<file path="config.mk">
export PLATFORM = sky130hd
export DESIGN_NAME = key_debounce_ctrl
export DESIGN_NICKNAME = d
export VERILOG_FILES = /design/src/rtl/key_debounce_ctrl.sv
export SDC_FILE = /design/constraint.sdc
export NUM_CORES = 1
export LEC_CHECK = 0
export ABC_AREA = 1
export CORE_UTILIZATION = 29
export DETAILED_ROUTE_END_ITERATION = 10
export PLACE_DENSITY_LB_ADDON = 0.05
export SLEW_MARGIN = 10
export SYNTH_ARGS = -nofsm -noshare
export SYNTH_HDL_FRONTEND = slang
export SYNTH_SLANG_ARGS = --single-unit
export TNS_END_PERCENT = 1
</file>
<file path="constraint.sdc">
create_clock -name CLK -period 2.09 [get_ports CLK]
set_clock_uncertainty 0.05 [all_clocks]
set_input_delay 0.209 -clock CLK [delete_from_list [all_inputs] [get_ports CLK]]
set_output_delay 0.209 -clock CLK [all_outputs]
set_load 0.05 [all_outputs]
</file>
<file path="src/rtl/key_debounce_ctrl.sv">
// Debounce controller: turns raw H2L/L2H edge pulses into clean press, release and
// long-press pulses plus a debounced key level, using a 1 ms timebase.
module key_debounce_ctrl #(
   parameter logic [15:0] T1MS        = 16'd49_999,
   parameter logic [9:0]  DEBOUNCE_MS = 10'd10,
   parameter logic [9:0]  LONG_MS     = 10'd1000
) (
   input  logic CLK,
   input  logic RSTn,
   input  logic H2L_Sig,
   input  logic L2H_Sig,
   output logic Key_Press,
   output logic Key_Release,
   output logic Key_Long,
   output logic Key_State
);

   typedef enum logic [1:0] {StIdle, StPressWait, StHeld, StReleaseWait} state_t;

   state_t      state_q, state_d;
   logic [15:0] presc_q, presc_d;
   logic [9:0]  ms_q, ms_d;
   logic        long_done_q, long_done_d;
   logic        press_q, press_d;
   logic        release_q, release_d;
   logic        long_q, long_d;
   logic        key_state_q, key_state_d;

   logic        ms_tick;
   logic [10:0] ms_next;
   logic        deb_hit;
   logic        long_hit;

   assign ms_tick  = (presc_q == T1MS);
   // 11-bit sum so the compare cannot wrap at 1023
   assign ms_next  = {1'b0, ms_q} + 11'd1;
   assign deb_hit  = ms_tick && (ms_next == {1'b0, DEBOUNCE_MS});
   assign long_hit = ms_tick && (ms_next == {1'b0, LONG_MS}) && !long_done_q;

   always_comb begin
      state_d     = state_q;
      presc_d     = ms_tick ? 16'd0 : presc_q + 16'd1;
      ms_d        = ms_q;
      long_done_d = long_done_q;
      press_d     = 1'b0;
      release_d   = 1'b0;
      long_d      = 1'b0;
      key_state_d = key_state_q;

      case (state_q)
         StIdle: begin
            ms_d = 10'd0;
            if (H2L_Sig) state_d = StPressWait;
         end
         StPressWait: begin
            if (deb_hit) begin
               state_d     = StHeld;
               press_d     = 1'b1;
               key_state_d = 1'b1;
            end else if (ms_tick) begin
               ms_d = ms_next[9:0];
            end
         end
         StHeld: begin
            // Release takes priority over a coincident long-press tick
            if (L2H_Sig) begin
               state_d = StReleaseWait;
            end else begin
               if (ms_tick && (ms_q != LONG_MS)) ms_d = ms_next[9:0];
               if (long_hit) begin
                  long_d      = 1'b1;
                  long_done_d = 1'b1;
               end
            end
         end
         StReleaseWait: begin
            if (deb_hit) begin
               state_d     = StIdle;
               release_d   = 1'b1;
               key_state_d = 1'b0;
               long_done_d = 1'b0;
            end else if (ms_tick) begin
               ms_d = ms_next[9:0];
            end
         end
         default: state_d = StIdle;
      endcase

      // Restart the timebase on entry so the first ms in a state is a full ms
      if (state_d != state_q) begin
         presc_d = 16'd0;
         ms_d    = 10'd0;
      end
   end

   always_ff @(posedge CLK or negedge RSTn) begin
      if (!RSTn) begin
         state_q     <= StIdle;
         presc_q     <= 16'd0;
         ms_q        <= 10'd0;
         long_done_q <= 1'b0;
         press_q     <= 1'b0;
         release_q   <= 1'b0;
         long_q      <= 1'b0;
         key_state_q <= 1'b0;
      end else begin
         state_q     <= state_d;
         presc_q     <= presc_d;
         ms_q        <= ms_d;
         long_done_q <= long_done_d;
         press_q     <= press_d;
         release_q   <= release_d;
         long_q      <= long_d;
         key_state_q <= key_state_d;
      end
   end

   assign Key_Press   = press_q;
   assign Key_Release = release_q;
   assign Key_Long    = long_q;
   assign Key_State   = key_state_q;

endmodule

</file>
==> out/results.md <==
| Group | Item | Reported |
| --- | --- | --- |
| hold path | Hold crit path type | in2async |
| worst setup path | Critical Path Sink Type | flop |
| placement | RD Place Congestion | 0.809 |
| synthesis | Unique masters post-synth | 36 |
| synthesis | Sequential fraction of the synthesis area | 0.386 |
| timing | Minimum clock period | 2.07 ns |
| final layout | Non-filler cells, final | 425 |
| cts | # H-tree levels | 2 |
| worst setup path | Startpoint-to-endpoint class of the critical path | reg2reg |
| cts | Root Buffer Master | clkbuf_8 |
| cts | Count of clock tree sinks | 33 |
| pwr | Gate power share | 0.200 |
| grt | All-layer global routing usage | 0.159 |
| worst setup path | Crit-path max FO | 7 |
| timing | Achievable Freq | 0.483 GHz |
| pwr | Fraction of power consumed by the clock network | 0.304 |
| final layout | Proportion of layout cells with a drive suffix above 1 | 0.283 |
| worst setup path | Nature of the critical path startpoint | flop |
| placement | Post-Place Worst Slack | -0.0309 ns |
| timing | Final count of negative-setup-slack endpoints | 0 |
| final layout | Net total in the final layout | 337 |
| timing | Post-Route Hold Slack | -0.0493 ns |
| pwr | Net switching fraction of the power | 0.311 |
| timing | Tightest Pin Transition | 0.773 ns |
| worst setup path | Slowest cell on crit path | dfrtp_1 |
| pwr | Sequential power share | 0.496 |
| pwr | Leakage power | 1.21 nW |
| pwr | IR Drop Worst-Case VDD | 266 uV |
| timing | RSZ-0062 raised after global routing | yes |
| placement | Placed instance count | 412 |
| placement | Final HPWL DP | 4070 um |
| floorplanning | Die Ht | 87.9 um |
| pwr | Power Dens Cells | 572 nW/um2 |
| cts | Worst skew pair latency | 0.28 ns |
| cts | CTS Buffer Depth | 2 |
| pwr | Internal Pwr Total | 1.09 mW |
| detailed routing | Count of unresolved DRC violations after routing | 0 |
| grt | Maximum number of pins on one net before global-route repair | 34 |
| grt | Antenna violations before repair | 0 |
| worst setup path | Reg-to-reg critical path startpoint | ms_q[0]$_DFFE_PN0P_ |
| worst setup path | R2R depth | 14 |
| detailed routing | DR vias | 1985 |
| timing | Total Neg Setup Slack | 0 ns |
| timing | Final clock period utilization by the worst path | 0.990 |
| worst setup path | Critical path cell sequence | buf_6, inv_2, o21ai_1, nand2_1, a21oi_2, nand2_2, nor2_4, nand3_2, nand2_4, nand2_8, nand2_8, nand2_8, nand2_1, nand2_1 |
| cts | CTS buffer count | 5 |
| grt | Vias in the first global route | 1904 |
| floorplanning | Initial Utilization | 0.308 |
| worst setup path | Capture point of the worst reg-to-reg path | ms_q[7]$_DFFE_PN0P_ |
| floorplanning | Die Outline Area | 7720 um2 |
| synthesis | Yosys synthesis warning count | 0 |
| final layout | Number of diodes added for antenna fixing | 0 |
| detailed routing | Drt initial violations | 69 |
| cts | CTS tree | built |
| outcome | Violated checks | hold timing |
| synthesis | Syn nets | 298 |
| floorplanning | FP Rows | 30 |
| worst setup path | Delay contributed by the slowest stage of the critical path | 0.42 ns |
| floorplanning | Boundary pin count | 8 |
| floorplanning | Horiz. Die Dim | 87.9 um |
| detailed routing | Routed Antenna Nets | 0 |
| timing | Setup ws final | 0.0206 ns |
| synthesis | Gate count of the mapped netlist | 289 |
| timing | Relative slew slack | 0.484 |
| synthesis | Post-Syn Area per Cell | 7.40 um2 |
| grt | Sum of overflow across all layers after global routing | 0 |
| run | # Max-Cap Violations | 0 |
| detailed routing | WL final | 5670 um |
| synthesis | Post-synthesis instance area | 2140 um2 |
| placement | Port bufs | 7 |
| cts | CTS clock-pin slew for the worst setup and hold paths | 0.07 ns |
| worst setup path | Arrival time at the worst endpoint | 2.20 ns |
| worst setup path | Reg2reg setup slack | 0.02 ns |
| detailed routing | Final routed wire length divided by cell count | 13.3 um |
| final layout | Signed area change from the synthesized netlist to the final layout | 29.1% |
| final layout | Fin area | 2760 um2 |
| timing | Final count of pins violating max slew | 0 |
| synthesis | Synth Register Bits | 33 |
| worst setup path | Data required time of the critical path | 2.22 ns |
| detailed routing | Pre-Repair DR Iteration Count | 4 |
| detailed routing | Average vias per placed instance | 4.67 |
| grt | Global-route wire length before repair | 9140 um |
| outcome | Result of the run | complete, but fails checks |
| pwr | Net Switching | 0.491 mW |
| timing | Final Hold Vio Count | 33 |
| placement | Post-DP Area | 2470 um2 |
| floorplanning | Core footprint | 6940 um2 |
cell usage after synthesis (all sizes together):
cell type	instances	area (um2)
inv	40	150
xor2	6	52.6
and2	1	6.26
nand2	70	303
a21boi	1	7.51
a21oi	7	38.8
nand3b	3	22.5
xnor2	2	17.5
nor3	10	55.1
nor2	55	246
clkinv	1	3.75
a22o	1	8.76
dfrtp	33	826
nand4	13	81.3
nand3	21	110
ha	5	62.6
nor4	4	31.3
buf	3	36.3
o21ai	9	48.8
dlygate4sd3	1	10.0
or2	1	6.26
o22ai	1	6.26
and3	1	7.51
routing by layer:
metal | vias up | global-route usage | wire length, um
met5 | - | 0 | 0
met4 | 0 | 0.0566 | 103
met3 | 10 | 0.0292 | 158
met2 | 32 | 0.270 | 2670
met1 | 942 | 0.201 | 2740
li1 | 1001 | - | -
worst max-delay path, delay by kind of cell (launching register included):
| family | cells | cell delay (ns) |
|---|---|---|
| buf+inv | 2 | 0.22 |
| compound gates | 2 | 0.37 |
| flops | 1 | 0.42 |
| simple gates | 10 | 0.90 |
timing repair:
item | CTS | global route
gates resized for setup | 2 | 39
buffers inserted | 0 | 4
gates cloned | 0 | 1
pin swaps | 0 | 8
setup endpoints to repair | 11 | 28
hold buffers | 0 | 0
sequential cells by signal, indices dropped and copies added (netlist names):
name         flops
Key_Long         1
Key_State        1
presc_q         16
Key_Press        1
ms_q            10
state_q          2
Key_Release      1
long_done_q      1
worst max path at each step:
stage,startpoint,to
after floorplan,ms_q[0]$_DFFE_PN0P_,presc_q[13]$_DFF_PN0_
after global placement,ms_q[0]$_DFFE_PN0P_,presc_q[3]$_DFF_PN0_
after detailed placement,ms_q[0]$_DFFE_PN0P_,presc_q[11]$_DFF_PN0_
after CTS,ms_q[0]$_DFFE_PN0P_,ms_q[5]$_DFFE_PN0P_
after global routing,ms_q[0]$_DFFE_PN0P_,ms_q[2]$_DFFE_PN0P_
final,ms_q[0]$_DFFE_PN0P_,ms_q[7]$_DFFE_PN0P_
cells by family (layout without fill, tap and decap cells):
family	after synthesis	count (layout)	share of synthesized area
AND/OR/NAND/NOR	179	180	0.407
buffers and inverters	45	84	0.0936
flip-flops	33	33	0.386
adder cells (fa/ha/maj)	5	5	0.0293
AO/OA/AOI/OAI	19	19	0.0515
XOR/XNOR	8	8	0.0328
layout by cell type, fill, tap and decap left out, types with 2 or more instances in the layout:
| cell type | instances |
|---|---|
| a21oi_1 | 6 |
| buf_4 | 25 |
| buf_6 | 2 |
| clkbuf_8 | 5 |
| clkdlybuf4s50_1 | 6 |
| clkinv_2 | 2 |
| dfrtp_1 | 30 |
| dfrtp_2 | 3 |
| ha_1 | 4 |
| inv_1 | 37 |
| inv_2 | 3 |
| nand2_1 | 48 |
| nand2_2 | 15 |
| nand2_4 | 3 |
| nand2_8 | 5 |
| nand3_1 | 18 |
| nand3_2 | 3 |
| nand3b_1 | 3 |
| nand4_1 | 13 |
| nor2_1 | 38 |
| nor2_2 | 12 |
| nor2_4 | 5 |
| nor3_1 | 8 |
| nor3_2 | 2 |
| nor4_1 | 2 |
| nor4_2 | 2 |
| o21ai_0 | 6 |
| o21ai_1 | 2 |
| xnor2_1 | 2 |
| xor2_1 | 6 |
power groups by stage:
stage	logic (mW)	clock network, mW	registers, mW
detailed placement	0.303	0	0.789
global route	0.364	0.521	0.798
CTS	0.307	0.498	0.777
finish	0.316	0.479	0.782
global placement	0.313	0	0.791
floorplan	0.207	0	0.784
through the flow:
step                total power, mW  utilization  hold slack (ns)
global placement               1.10        0.356            0.319
global route                   1.68        0.397           0.0363
floorplan                     0.991            -           -0.137
detailed placement             1.09        0.356            0.315
finish                         1.58        0.397          -0.0493
CTS                            1.58        0.370          0.00347
final cells by class:
cell class | instances | area (um2)
sequential | 33 | 830
clock inverter | 2 | 10.0
clock buffer | 6 | 72.6
timing repair buffer | 35 | 295
tap | 96 | 120
inverter | 41 | 154
multi-input combinational | 212 | 1280
fill | 729 | 4180
Power figures use the tool's default switching activity.
==> patch 1, RTL diff (config.mk and constraints unchanged) <==
Put one more register stage on the output `Key_State`, cleared by the reset. The value now appears one clock later. The other outputs are not delayed to match.
--- a/src/rtl/key_debounce_ctrl.sv
+++ b/src/rtl/key_debounce_ctrl.sv
@@ -118,7 +118,13 @@
    assign Key_Press   = press_q;
    assign Key_Release = release_q;
    assign Key_Long    = long_q;
-   assign Key_State   = key_state_q;
+   always_ff @(posedge CLK or negedge RSTn) begin
+      if (!RSTn) begin
+         Key_State <= '0;
+      end else begin
+         Key_State <= key_state_q;
+      end
+   end
 
 endmodule
 
Behaviour: same outputs for any inputs over 10 cycles, from zero or initial values and one cycle with RSTn low; that may be too few to reach the edited logic, so the function may still have changed.
==> patch 1 against the original RTL <==
Worst setup slack improved by 33 ps. Clock power is 8.6% higher. Largest cell class unchanged. Sequential cell count rose by 1. Synthesized area increased by 0.35%. Routed wire length is 2.1% lower. Core utilization fell by 0.052 points. Total power increased by 3.2%. Final area increased by 0.41%. Final cell count grew 2.6%. Maximum frequency up 1.6%.
==> patch 1: results (changes against the original RTL) <==
| Metric | Value |
|---|---|
| Placed wire-length estimate | 4.01 mm (was 4.07 mm) |
| DRT iter0 DRCs | 76 (was 69) |
| Netlist cell types | 29 (was 36) |
| R2r worst-path depth | 15 (was 14) |
| Worst slew pin tran | 791 ps (was 773 ps) |
| Compound-gate portion of the synthesized area | 3.97% (was 5.15%) |
| Number of fill cells | 757 (was 729) |
| Hold Path Stages | 0 |
| Post-Synth Adder-Cell Area | 2.92% (was 2.93%) |
| Hold Crit Class | flop to flop (was input port to asynchronous set/reset pin) |
| CP Capture Point | ms_q[3] (was ms_q[7]) |
| GPL Wtd Cong | 0.774 (was 0.809) |
| Crit path launch | ms_q[1] (was ms_q[0]) |
| Share of layout cells above drive strength 1 | 23.2% (was 28.3%) |
| Dpl cell area | 2480 um^2 (was 2470 um^2) |
| Leak | 1.31 nW (was 1.21 nW) |
| Vias in the first global route | 1,852 (was 1,904) |
| Flop2flop setup slack | 50 ps (was 20 ps) |
| Htree depth | 2 (unchanged) |
| WL final | 5.55 mm (was 5.67 mm) |
| Largest net degree at the start of global routing | 35 (was 34) |
| Final #Nets | 348 (was 337) |
| Mux cell area share after synthesis | 0% (unchanged) |
| Syn Nets | 305 (was 298) |
| Worst-path clk slew | 80 ps |
| Final Hold Slack | 322 ps (was -49.3 ps) |
| Synth area leaders | dfrtp_1 40%, nand2_1 12%, inv_1 8.2% (was dfrtp_1 39%, nand2_1 11%, nor2_1 7.2%) |
| Commonest cells in the synthesized netlist | 66 x nand2_1, 47 x inv_1, 44 x nor2_1, 34 x dfrtp_1, 17 x nand3_1 (was 62 x nand2_1, 41 x nor2_1, 38 x inv_1, 33 x dfrtp_1, 20 x nand3_1) |
| Seq/Total Area, Yosys | 39.7% (was 38.6%) |
| Status | finished, final reports clean (was finished with violations) |
| Peak VDD IR | 0.000264 V (was 0.000266 V) |
| GRT Resource Usage Total | 15.3% (was 15.9%) |
| Vias per cell | 4.60 (was 4.67) |
| Xor and xnor area share after synthesis | 3.27% (was 3.28%) |
| First-pass GRT wire length | 8.94 mm (was 9.14 mm) |
| Slowest stage delay, CP | 380 ps (was 420 ps) |
| Pwr dens | 588 nW/um^2 (was 572 nW/um^2) |
| CTS Buffer Depth | 2 (unchanged) |
-- patch 1: cell types whose count changed in the layout (fill, tap and decap cells not counted), moves of 4 or more --
cell / unedited run / this run
buf_4: 25 / 31
inv_1: 37 / 44
nand2_1: 48 / 64
nand2_2: 15 / 6
nand2_8: 5 / 0
nor2_2: 12 / 4
nor3_2: 2 / 6
o21ai_0: 6 / 1
-- patch 1: metrics by stage --
| step | worst slack (ps) | utilization [%] | instances |
|---|---|---|---|
| after floorplan | 194 | - | 296 |
| after global placement | 9.54 | 35.5 | 417 |
| after detailed placement | 4.35 | 35.5 | 417 |
| after CTS | 21.1 | 37.0 | 426 |
| after global routing | -69.0 | 39.7 | 436 |
| final | 53.1 | 39.7 | 436 |
-- patch 1: critical path: cells and delay by family, from the launching register on --
family                     cells  cell delay (ps)
buffers and inverters          3              420
and+or+nand+nor               11              910
DFF                            1              380
adders and majority gates      1              170
-- patch 1: repair_timing --
action / in CTS / in global routing
resized for setup: 1 / 28
buffers inserted: 0 / 9
endpoints found under the setup margin: 4 / 28
pin swaps: 0 / 8
endpoints found under the hold margin: 27 / 0
gates cloned: 0 / 1
hold buffers: 1 / 0
-- patch 1: layer usage --
layer	up-vias	wire, um	global-route usage, %
met4	0	77	4.40
met2	31	2650	25.6
met3	9	206	2.54
met1	929	2610	20.3
li1	1037	-	-
met5	-	0	0
-- patch 1: power by group --
group	leakage, nW	total (W)	internal (W)	switching, W
Sequential	0.448	0.000788	0.000729	0.0000589
Clock	0.0482	0.000520	0.000266	0.000253
Combinational	0.817	0.000321	0.000147	0.000175
-- patch 1: cell type report --
class	count	share of cell area [%]
Sequential cell	34	30.8
Clock buffer	7	3.12
Clock inverter	1	0.181
Timing Repair Buffer	40	11.8
Inverter	49	6.64
Tap cell	96	4.33
Multi-Input combinational cell	209	43.1
==> patch 2, RTL diff (same flow settings) <==
Made on the original files. `DEBOUNCE_MS`: 10'd10 -> 10'd8.
--- a/src/rtl/key_debounce_ctrl.sv
+++ b/src/rtl/key_debounce_ctrl.sv
@@ -2,7 +2,7 @@
 // long-press pulses plus a debounced key level, using a 1 ms timebase.
 module key_debounce_ctrl #(
    parameter logic [15:0] T1MS        = 16'd49_999,
-   parameter logic [9:0]  DEBOUNCE_MS = 10'd10,
+   parameter logic [9:0]  DEBOUNCE_MS = 10'd8,
    parameter logic [9:0]  LONG_MS     = 10'd1000
 ) (
    input  logic CLK,
Check against the original RTL: same outputs for any inputs over 10 cycles, from zero or initial values and one cycle with RSTn low; that may be too few to reach the edited logic, so the function may still have changed.
==> patch 2 against the original RTL <==
Critical endpoint is now ms_q[1]. Sequential cell count is the same. Largest cell class unchanged. Synthesized area shrank 5.0%. Core utilization shrank 3.7 points. Final cell count shrank 5.6%. Total power shrank 2.2%. Final area shrank 11%. Worst setup slack gained 110 ps. Routed wire length shrank 12%. Via count shrank 12%.
==> patch 2: results (changes against the original RTL) <==
| Metric | Value |
|---|---|
| Dpl cell area | 2250 um^2 (was 2470 um^2) |
| Worst slew pin tran | 762 ps (was 773 ps) |
| First-pass GRT wire length | 8.60 mm (was 9.14 mm) |
| Hold Crit Class | flop to flop (was input port to asynchronous set/reset pin) |
| Commonest cells in the synthesized netlist | 71 x nand2_1, 47 x nor2_1, 35 x inv_1, 33 x dfrtp_1, 17 x nand4_1 (was 62 x nand2_1, 41 x nor2_1, 38 x inv_1, 33 x dfrtp_1, 20 x nand3_1) |
| First drt pass iteration count | 4 (unchanged) |
| CTS Buffer Depth | 2 (unchanged) |
| Crit-path max FO | 10 (was 7) |
| Largest regs | presc_q x16, ms_q x10, state_q x2 (unchanged) |
| Crit path arrival time | 2070 ps (was 2200 ps) |
| CP max-delay cell | dfrtp_2 (was dfrtp_1) |
| I/O Buffers | 7 (unchanged) |
| Post-CTS setup repair buffer count | 0 (unchanged) |
| Hold_buf cts | 1 (was 0) |
| Vias in the first global route | 1,750 (was 1,904) |
| Clock power frac | 30.0% (was 30.4%) |
| Share of layout cells above drive strength 1 | 17.7% (was 28.3%) |
| Syn Nets | 286 (was 298) |
| Dpl ws | 49.4 ps (was -30.9 ps) |
| Seq pwr | 0.000786 W (was 0.000782 W) |
| Placed wire-length estimate | 3.77 mm (was 4.07 mm) |
| Via count | 1,742 (was 1,985) |
| Post-Synth Adder-Cell Area | 2.46% (was 2.93%) |
| Synth area leaders | dfrtp_1 41%, nand2_1 13%, nor2_1 8.7% (was dfrtp_1 39%, nand2_1 11%, nor2_1 7.2%) |
| GPL Wtd Cong | 0.799 (was 0.809) |
| Slowest stage delay, CP | 440 ps (was 420 ps) |
| Seq/Total Area, Yosys | 40.6% (was 38.6%) |
| WL/cell | 12.5 um (was 13.3 um) |
| Flop pwr share | 50.9% (was 49.6%) |
| GRT Resource Usage Total | 15.2% (was 15.9%) |
| WL final | 5.01 mm (was 5.67 mm) |
| Mux cell area share after synthesis | 0.493% (was 0%) |
| Number of fill cells | 749 (was 729) |
| Internal Power | 0.00108 W (was 0.00109 W) |
| Leak | 1.16 nW (was 1.21 nW) |
| Total CTS buffers | 5 (unchanged) |
| Syn Area/Cell | 7.31 um^2 (was 7.40 um^2) |
| Compound-gate portion of the synthesized area | 3.26% (was 5.15%) |
| Peak VDD IR | 0.000241 V (was 0.000266 V) |
| Netlist cell types | 33 (was 36) |
| Status | finished, final reports clean (was finished with violations) |
| Post-Place Cells | 384 (was 412) |
| Post-CTS resize count | 0 (was 2) |
| Final #Nets | 312 (was 337) |
| Xor and xnor area share after synthesis | 2.59% (was 3.28%) |
-- patch 2: changes by cell type after synthesis, sizes merged, moves of 2 or more --
cell / unedited run / this run
nand4: 13 / 17
nand2: 70 / 79
a21oi: 7 / 3
nor3: 10 / 8
o21ai: 9 / 4
nor2: 55 / 52
clkbuf: 0 / 2
nor4: 4 / 2
nand3: 21 / 17
inv: 40 / 38
-- patch 2: layout make-up --
class | count | area [um^2] | area share, %
clock buffer | 8 | 80.1 | 3.27
timing repair buffer | 24 | 211 | 8.63
inverter | 38 | 143 | 5.82
sequential | 33 | 828 | 33.8
tap | 96 | 120 | 4.90
multi-input combinational | 202 | 1070 | 43.6
-- patch 2: critical path, delay by kind of cell (launching register included) --
family / cells / cell delay [ps]
and+or+nand+nor: 13 / 1120
DFF: 1 / 440
adders and majority gates: 1 / 180
buffers and inverters: 1 / 50
-- patch 2: logic make-up (layout without fill, tap and decap cells) --
logic type,count (synthesis),count (layout)
AO/OA/AOI/OAI,11,11
XOR/XNOR,6,6
adder cells (fa/ha/maj),4,4
buffers and inverters,43,70
flip-flops,33,33
multiplexers,1,1
AND/OR/NAND/NOR,180,180
-- patch 2: metal layers --
metal | track usage (%) | wire (um)
met5 | 0 | 0
met3 | 3.46 | 142
met2 | 22.7 | 2110
met4 | 4.09 | 32
met1 | 21.9 | 2720
-- patch 2: worst paths after layout --
check	startpoint	to	slack, ps	depth (start not counted)
max in group asynchronous	RSTn	ms_q[1]	970	2
min in group asynchronous	RSTn	ms_q[3]	490	2
hold reg to reg	presc_q[0]	presc_q[0]	420	1
setup / recovery	ms_q[1]	ms_q[1]	130	15
setup reg to reg	ms_q[1]	ms_q[1]	130	15
hold / removal	presc_q[0]	presc_q[0]	420	1
